--- src/rtl/pipe_ctrl_pkg.sv ---
// Shared definitions for the pipeline control unit.
// Stall bit indices, stall encodings, FSM states.
package pipe_ctrl_pkg;

    localparam int STALL_PC    = 0;
    localparam int STALL_IF_ID = 1;
    localparam int STALL_ID_EX = 2;
    localparam int STALL_EX_MEM = 3;
    localparam int STALL_MEM_WB = 4;
    localparam int STALL_WB    = 5;

    localparam logic [5:0] StallEx   = 6'b001111;
    localparam logic [5:0] StallId   = 6'b000111;
    localparam logic [5:0] StallNone = 6'b000000;

    localparam logic [31:0] EXC_VECTOR_DEF = 32'h0000_0020;

    typedef enum logic [1:0] {
        RUN       = 2'd0,
        FLUSH_EXC = 2'd1,
        HANDLER   = 2'd2,
        FLUSH_RET = 2'd3
    } state_t;

endpackage

--- src/rtl/pipe_ctrl_sat_counter.sv ---
// Saturating up-counter; holds at all-ones.
// Asynchronous active-low reset.
module sat_counter #(
    parameter int W = 32
) (
    input  logic         clk,
    input  logic         rst,
    input  logic         inc,
    output logic [W-1:0] count
);

    // Count up on inc, stop at the maximum value.
    always_ff @(posedge clk or negedge rst) begin
        if (!rst) begin
            count <= '0;
        end else if (inc && !(&count)) begin
            count <= count + 1'b1;
        end
    end

endmodule

--- src/rtl/pipe_ctrl.sv ---
// Pipeline control: stall merge, exception/eret flush
// sequencing, EPC and stall-cycle counter.
module pipe_ctrl
    import pipe_ctrl_pkg::*;
#(
    parameter logic [31:0] EXC_VECTOR = EXC_VECTOR_DEF,
    parameter int          CNT_W      = 32
) (
    input  logic             clk,
    input  logic             rst,
    input  logic             stallreq_id,
    input  logic             stallreq_ex,
    input  logic             exc_req,
    input  logic [31:0]      exc_epc,
    input  logic             eret_req,
    output logic [5:0]       stall,
    output logic             flush,
    output logic [31:0]      new_pc,
    output logic [31:0]      epc,
    output logic             in_exc,
    output logic [CNT_W-1:0] stall_cycles
);

    logic [1:0]  rst_sync;
    logic        rst_i;
    state_t      state;
    state_t      state_nx;
    logic        flush_nx;
    logic [31:0] new_pc_nx;

    // Assert reset immediately, release it two edges later.
    always_ff @(posedge clk or negedge rst) begin
        if (!rst) begin
            rst_sync <= 2'b00;
        end else begin
            rst_sync <= {rst_sync[0], 1'b1};
        end
    end

    assign rst_i = rst_sync[1];

    // Next state and the registered flush/redirect values.
    always_comb begin
        state_nx  = state;
        flush_nx  = 1'b0;
        new_pc_nx = '0;
        unique case (state)
            RUN: begin
                if (exc_req) begin
                    state_nx = FLUSH_EXC;
                end
            end
            FLUSH_EXC: begin
                state_nx = HANDLER;
            end
            HANDLER: begin
                if (eret_req) begin
                    state_nx = FLUSH_RET;
                end
            end
            FLUSH_RET: begin
                state_nx = RUN;
            end
            default: begin
                state_nx = RUN;
            end
        endcase
        if (state_nx == FLUSH_EXC) begin
            flush_nx  = 1'b1;
            new_pc_nx = EXC_VECTOR;
        end else if (state_nx == FLUSH_RET) begin
            flush_nx  = 1'b1;
            new_pc_nx = epc;
        end
    end

    // State, flush pulse, redirect, exception flag and EPC.
    always_ff @(posedge clk or negedge rst_i) begin
        if (!rst_i) begin
            state  <= RUN;
            flush  <= 1'b0;
            new_pc <= '0;
            in_exc <= 1'b0;
            epc    <= '0;
        end else begin
            state  <= state_nx;
            flush  <= flush_nx;
            new_pc <= new_pc_nx;
            in_exc <= (state_nx != RUN);
            if (state == RUN && exc_req) begin
                epc <= exc_epc;
            end
        end
    end

    // Stall merge: EX outranks ID; reset and flush suppress it.
    always_comb begin
        stall = StallNone;
        if (rst_i && !flush) begin
            if (stallreq_ex) begin
                stall = StallEx;
            end else if (stallreq_id) begin
                stall = StallId;
            end
        end
    end

    sat_counter #(
        .W(CNT_W)
    ) u_cnt (
        .clk  (clk),
        .rst  (rst_i),
        .inc  (stall[STALL_PC]),
        .count(stall_cycles)
    );

endmodule
--- config.mk ---
export PLATFORM = sky130hd
export DESIGN_NAME = pipe_ctrl
export DESIGN_NICKNAME = d
export VERILOG_FILES = /design/src/rtl/pipe_ctrl_pkg.sv /design/src/rtl/pipe_ctrl_sat_counter.sv /design/src/rtl/pipe_ctrl.sv
export SDC_FILE = /design/constraint.sdc
export NUM_CORES = 1
export LEC_CHECK = 0
export ABC_AREA = 1
export CORE_AREA = 3 3 136 72
export CTS_BUF_LIST = sky130_fd_sc_hd__clkbuf_8
export DETAILED_ROUTE_END_ITERATION = 6
export DIE_AREA = 0 0 139 75
export PLACE_DENSITY = 0.87
export SYNTH_ARGS = -nofsm -noshare
export SYNTH_HDL_FRONTEND = slang
export SYNTH_SLANG_ARGS = --single-unit
--- constraint.sdc ---
create_clock -name clk -period 6.9 [get_ports clk]
set_input_delay 1.38 -clock clk [delete_from_list [all_inputs] [get_ports clk]]
set_output_delay 1.38 -clock clk [all_outputs]
set_load 0.005 [all_outputs]
==> metrics.md, run 1 <==
| Metric | Value |
|---|---|
| Synthesized instance count | `546` |
| Iteration-0 DRC Markers | `between 200 and 250` |
| Shortest period the worst path allows | `a little over 4 ns` |
| Initial Utilization | `0.5226` |
| Total die area | `0.01043 sq mm` |
| Avg Inst Size Synth | `8.277 sq um` |
| NumNets Final | `between 700 and 800` |
| Fmax achieved | `0.2421 GHz` |
| Clock transition at path regs | `0.10 ns` |
| Pre-Repair DR Iteration Count | `5` |
| Worst EP required | `roughly 5.5 ns` |
| Area post-placement | `0.005969 sq mm` |
| CTS root buf | `clkbuf_8` |
| Post-synth top area share | `0.5648` |
| H-tree levels | `3` |
| Post-route cell area | `0.006166 sq mm` |
| GRT overflow | `0` |
| Ys Warns | `0` |
| Fin cells | `801` |
| Setup TNS | `0 ns` |
| Cells along the critical path | `clkdlybuf4s50_1 > nor2_1 > nor2_1 > buf_4 > clkdlybuf4s50_1` |
| Startpoint Class | `input pin` |
| Clock Power Share | `0.198` |
| Placed cells | `~790` |
| Worst EP arrival | `2.75 ns` |
| Netlist cell types | `24` |
| Max Cap Viol | `0` |
| Routed Antenna Nets | `0` |
| DR WL/cell | `approximately 14 um` |
| Clock buffer count from CTS | `9` |
| Outcome | `finished, final reports clean` |
| Detailed placement HPWL | `roughly 8000 um` |
| PortBufs | `between 100 and 150` |
| Num ports | `between 100 and 150` |
| Initial antenna violation count | `0` |
| ANT cells | `0` |
| Layout cells sized above 1 | `0.04386` |
| CP bufs+invs | `3` |
| Comb power frac | `0.365` |
| Critical Path Slowest Stage Cell | `clkdlybuf4s50_1` |
| # DRC | `0` |
| Global-route wire length before repair | `18030 um` |
| Hold_ws | `0.3396 ns` |
| Via density | `4.918` |
| FP Rows | `24` |
| Switching pwr | `0.6276 mW` |
| CTS Buffer Depth | `2` |
| Sw Ratio | `0.3261` |
| CTS Hold Bufs | `0` |
| Pin count of the biggest net entering global routing | `64` |
| Hold WC Path Type | `register to asynchronous set/reset pin` |
| CTS sink count | `102` |
| Setup Buffers After CTS | `0` |
| CP Capture Type | `primary output` |
| Core Area | `0.008648 sq mm` |
| Clock skew | `around 0.01 ns` |
| RSZ-0062 raised after global routing | `no` |
| Cell area after synthesis | `0.004519 sq mm` |
| Die X | `around 140 um` |
| CP Class | `input pin to primary output` |
| Sequential fraction of the synthesis area | `0.5648` |
| Setup violations, final | `0` |
| Crit-path leading delay family | `buffers and inverters` |
| Post-synth top area cell | `dfrtp_1` |
| Int Pwr | `approximately 1.3 mW` |
| Endpoints failing hold | `0` |
| DR vias | `3939` |
| Worst vdd ir | `between 0.2 and 0.25 mV` |
| Post-Route WL | `11040 um` |
| Cell leakage power | `2.908 nW` |
| Synth area leaders | `dfrtp_1, nand2_1, nor2_1, inv_1, a21oi_1` |
| Seq cells post-synth | `102` |
| TritonCTS clock tree | `yes` |
| Rel. slew slack | `0.2589` |
| RePlAce Congestion | `0.8797` |
| Final period util | `0.5987` |
| Power Density | `approximately 310 mW/mm^2` |
| Slew at the pin closest to its max-slew limit | `1.109 ns` |
| Sequential share of power | `0.436` |
| Worst skew pair latency | `approximately 0.36 ns` |
| Max-slew violations | `0` |
| GRT Total Usage | `0.2155` |
| Post-CTS resize count | `0` |
| CP max stage delay | `between 0.5 and 0.6 ns` |
| Vias in the first global route | `3778` |
| Crit path max fanout | `14` |
| Area added between synthesis and finish | `36.43%` |
| Chip height | `around 75 um` |
## final timing paths
path	startpoint	cells past startpoint	slack (ns)	to
worst max-delay path	stallreq_ex	5	2.77	stall[1]
worst min-delay path	rst_sync[1]	0	0.34	epc[5]
worst max register to register	u_cnt.count[0]	10	4.31	u_cnt.count[11]
worst min register to register	rst_sync[1]	0	0.34	epc[5]
max in group asynchronous	rst_sync[1]	1	5.44	u_cnt.count[5]
min in group clk	rst_sync[0]	0	0.36	rst_sync[1]
## kinds of logic after synthesis
family | Yosys count | synth area share
DFF | 102 | 0.5648
muxes | 1 | 0.002492
xor gates and xnor gates | 11 | 0.02132
and+or+nand+nor | 305 | 0.2793
other | 2 | 0.001662
buffers and inverters | 83 | 0.07724
adders and majority gates | 4 | 0.01107
AOI/OAI and AO/OA | 38 | 0.04208
## power groups by stage
stage               sequential, mW  clock [mW]  combinational [mW]
detailed placement           0.853           0               0.716
finish                       0.840       0.381               0.703
global route                 0.861       0.416               0.781
floorplan                    0.866           0               0.294
global placement             0.846           0               0.693
CTS                          0.841       0.391               0.719
## cell usage in the layout, fill, tap and decap left out, drive strengths merged, types with 9 or more instances in the layout
| cell type | instances |
|---|---|
| nand2 | 151 |
| clkdlybuf4s50 | 139 |
| nor2 | 112 |
| dfrtp | 102 |
| inv | 66 |
| a21oi | 31 |
| nand3 | 19 |
| nand4 | 13 |
| clkbuf | 9 |
## layer usage
| metal | GRT usage | vias to the layer above | part of all wire |
|---|---|---|---|
| li1 | - | 1933 | - |
| met4 | 0.06508 | 0 | 0.014 |
| met1 | 0.2583 | 1871 | 0.41 |
| met3 | 0.05901 | 15 | 0.060 |
| met5 | 0 | - | 0 |
| met2 | 0.3933 | 120 | 0.52 |
## final cells by class
cell class	count	area, sq um
Multi-Input combinational cell	362	1624
Inverter	63	236.5
Tap cell	117	146.4
Fill cell	676	2482
Clock inverter	7	72.57
Clock buffer	9	123.9
Sequential cell	102	2556
Timing Repair Buffer	141	1406
## stage by stage
step	setup slack [ns]	utilization	power, mW
floorplan	2.217	-	1.160
global placement	2.760	0.6902	1.540
detailed placement	2.766	0.6902	1.568
CTS	2.766	0.7130	1.951
global route	2.721	0.7130	2.058
finish	2.769	0.7130	1.924
## Yosys cell counts
master	number
buf_4	7
o21ai_0	7
nor2_1	107
nand3_1	19
nand3b_1	6
conb_1	2
nor3_1	3
nor2_4	2
inv_1	61
ha_1	4
nand4_1	13
nand3b_2	1
clkbuf_1	9
inv_2	2
buf_2	3
xor2_1	6
dfrtp_1	102
nand2_1	149
nor2_2	3
nand2_2	2
xnor2_1	5
a21oi_1	31
buf_6	1
mux2_2	1
## sequential cells by signal, indices dropped and copies added, names as in the netlist
register,count
epc,32
flush,1
in_exc,1
new_pc,32
rst_sync,2
state,2
u_cnt.count,32
Power figures use the tool's default switching activity.
==> run 2: changes to the inputs <==
--- a/config.mk
+++ b/config.mk
@@ -6,11 +6,11 @@
 export NUM_CORES = 1
 export LEC_CHECK = 0
 export ABC_AREA = 1
-export CORE_AREA = 3 3 136 72
+export CORE_AREA = 3 3 149 79
 export CTS_BUF_LIST = sky130_fd_sc_hd__clkbuf_8
 export DETAILED_ROUTE_END_ITERATION = 6
-export DIE_AREA = 0 0 139 75
-export PLACE_DENSITY = 0.87
+export DIE_AREA = 0 0 152 82
+export PLACE_DENSITY = 0.77
 export SYNTH_ARGS = -nofsm -noshare
 export SYNTH_HDL_FRONTEND = slang
 export SYNTH_SLANG_ARGS = --single-unit
==> constraint.sdc (replaced) <==
create_clock -name clk -period 3.35 [get_ports clk]
set_input_delay 0.67 -clock clk [delete_from_list [all_inputs] [get_ports clk]]
set_output_delay 0.67 -clock clk [all_outputs]
set_load 0.005 [all_outputs]
==> run 2 against run 1 <==
Effect of this change: combinational power rose by 110%; total power rose by 110%; wire length rose by 9.9%; final cell count rose by 3.7%; hold slack got worse by 0.11 ns; die area rose by 20%; global-route usage fell by 1.5 points; worst setup slack got worse by 2.1 ns; flip-flop and latch count did not move; clock-buffer cell count did not move; via count rose by 2.5%; critical path type unchanged; critical endpoint is now stall[0].
==> metrics.md, run 2 (synthesized netlist as in run 1, its figures left out) <==
| Metric | Value |
|---|---|
| Shortest period the worst path allows | `2.709 ns` |
| Routed Antenna Nets | `0 (unchanged)` |
| CP Capture Type | `primary output` |
| Via density | `4.860 (-1.2%)` |
| Layout cells sized above 1 | `0.04665 (+0.002788)` |
| DR vias | `4039 (+2.5%)` |
| Core Area | `0.01068 sq mm (+23%)` |
| Outcome | `finished, final reports clean` |
| Post-CTS resize count | `0 (unchanged)` |
| Global-route wire length before repair | `19850 um (+10%)` |
| Max Cap Viol | `0 (unchanged)` |
| Area added between synthesis and finish | `37.21%` |
| GRT Total Usage | `0.2008 (-0.01470)` |
| Chip height | `82 um (+9.3%)` |
| Setup TNS | `0 ns (unchanged)` |
| Hold WC Path Type | `register to asynchronous set/reset pin` |
| Slew at the pin closest to its max-slew limit | `0.9747 ns (-0.1343 ns)` |
| ANT cells | `0 (unchanged)` |
| CP Class | `input pin to primary output` |
| Final period util | `0.8085` |
| Initial antenna violation count | `0 (unchanged)` |
| RePlAce Congestion | `0.9168 (+4.2%)` |
| Worst setup margin | `0.6414 ns (-2.128 ns)` |
| Total die area | `0.01246 sq mm (+20%)` |
| H-tree levels | `3 (unchanged)` |
| Post-route cell area | `0.006201 sq mm (+0.57%)` |
| Num ports | `142 (unchanged)` |
| CTS root buf | `clkbuf_8` |
| Power Density | `637.4 mW/mm^2 (+100%)` |
| Worst EP arrival | `2.04 ns (-0.71 ns)` |
| Worst vdd ir | `0.3547 mV (+59%)` |
| Pre-Repair DR Iteration Count | `5 (unchanged)` |
| Worst EP required | `2.68 ns (-2.84 ns)` |
| Startpoint Class | `input pin` |
| Most frequent cells in the layout | `nand2_1, clkdlybuf4s50_1, nor2_1` |
| NumNets Final | `723 (+0.28%)` |
| FP Rows | `27 (+13%)` |
| Pin count of the biggest net entering global routing | `80 (+25%)` |
| Iteration-0 DRC Markers | `329 (+39%)` |
| Tot Pwr | `3.953 mW (+110%)` |
| Post-Route WL | `12130 um (+9.9%)` |
| # DRC | `0 (unchanged)` |
| Detailed placement HPWL | `9000 um (+13%)` |
| Vias in the first global route | `3984 (+5.5%)` |
| GRT overflow | `0 (unchanged)` |
| TritonCTS clock tree | `yes` |
| DR WL/cell | `14.60 um (+5.9%)` |
| Area post-placement | `0.006020 sq mm (+0.84%)` |
| Die X | `152 um (+9.4%)` |
| Clock transition at path regs | `0.10 ns (about the same)` |
| Largest registers | `epc (32), new_pc (32), u_cnt.count (32)` |
| Clock buffer count from CTS | `9 (unchanged)` |
| Pre-CTS WS | `0.5829 ns (-2.183 ns)` |
| Rel. slew slack | `0.3502 (+0.09131)` |
| Commonest non-fill, non-tap cell in the layout | `nand2_1` |
| CTS Buffer Depth | `2 (unchanged)` |
| Clock skew | `0.008270 ns (-0.001570 ns)` |
| Max-slew violations | `0 (unchanged)` |
| Setup violations, final | `0 (unchanged)` |
| CTS Hold Bufs | `0 (unchanged)` |
| Cell leakage power | `2.904 nW (-0.15%)` |
| CTS sink count | `102 (unchanged)` |
| Fmax achieved | `0.3692 GHz` |
| Hold_ws | `0.2295 ns (-0.1101 ns)` |
| Endpoints failing hold | `0 (unchanged)` |
| Initial Utilization | `0.4233 (-0.09922)` |
| PortBufs | `139 (unchanged)` |
| RSZ-0062 raised after global routing | `no` |
| Crit path max fanout | `4 (-10)` |
| Setup Buffers After CTS | `0 (unchanged)` |
| Worst skew pair latency | `0.37 ns (about the same)` |
-- run 2: path summary, 6_finish.rpt --
check	depth (start not counted)	slack, ns	to	start
min in group clk	0	0.36	rst_sync[1]	rst_sync[0]
min reg2reg	0	0.23	u_cnt.count[1]	rst_sync[1]
min	0	0.23	u_cnt.count[1]	rst_sync[1]
max reg2reg	10	0.69	u_cnt.count[13]	u_cnt.count[0]
max in group asynchronous	1	1.84	epc[11]	rst_sync[1]
max	4	0.64	stall[0]	stallreq_ex
-- run 2: routing by layer --
metal  vias up  GRT usage  share of wire
met1      1902     0.2509           0.42
met5         -          0              0
met4         0    0.04574         0.0088
met2       184     0.3217           0.45
li1       1939          -              -
met3        14    0.09579           0.12
-- run 2: worst max-delay path: stages --
cell	delay, ns
clkdlybuf4s50_1	0.48
nor2_1	0.05
nor2_1	0.27
clkdlybuf4s50_1	0.57
-- run 2: cell type report --
cell class	instances	area, sq um
clock buffer	9	123.9
clock inverter	7	57.56
fill	951	4474
inverter	63	236.5
multi-input combinational	362	1624
sequential	102	2556
tap	145	181.4
timing repair buffer	143	1421
-- run 2: through the flow --
stage,cells,utilization
2_1_floorplan,547,-
4_1_cts,831,0.5809
3_3_place_gp,815,0.5639
6_report,831,0.5809
5_1_grt,831,0.5809
3_5_place_dp,815,0.5639
-- run 2: power breakdown --
part | total [mW] | internal [mW] | leakage [nW] | switching [mW]
Sequential | 1.74 | 1.56 | 1.29 | 0.186
Combinational | 1.48 | 0.764 | 1.52 | 0.718
Clock | 0.726 | 0.281 | 0.0935 | 0.446
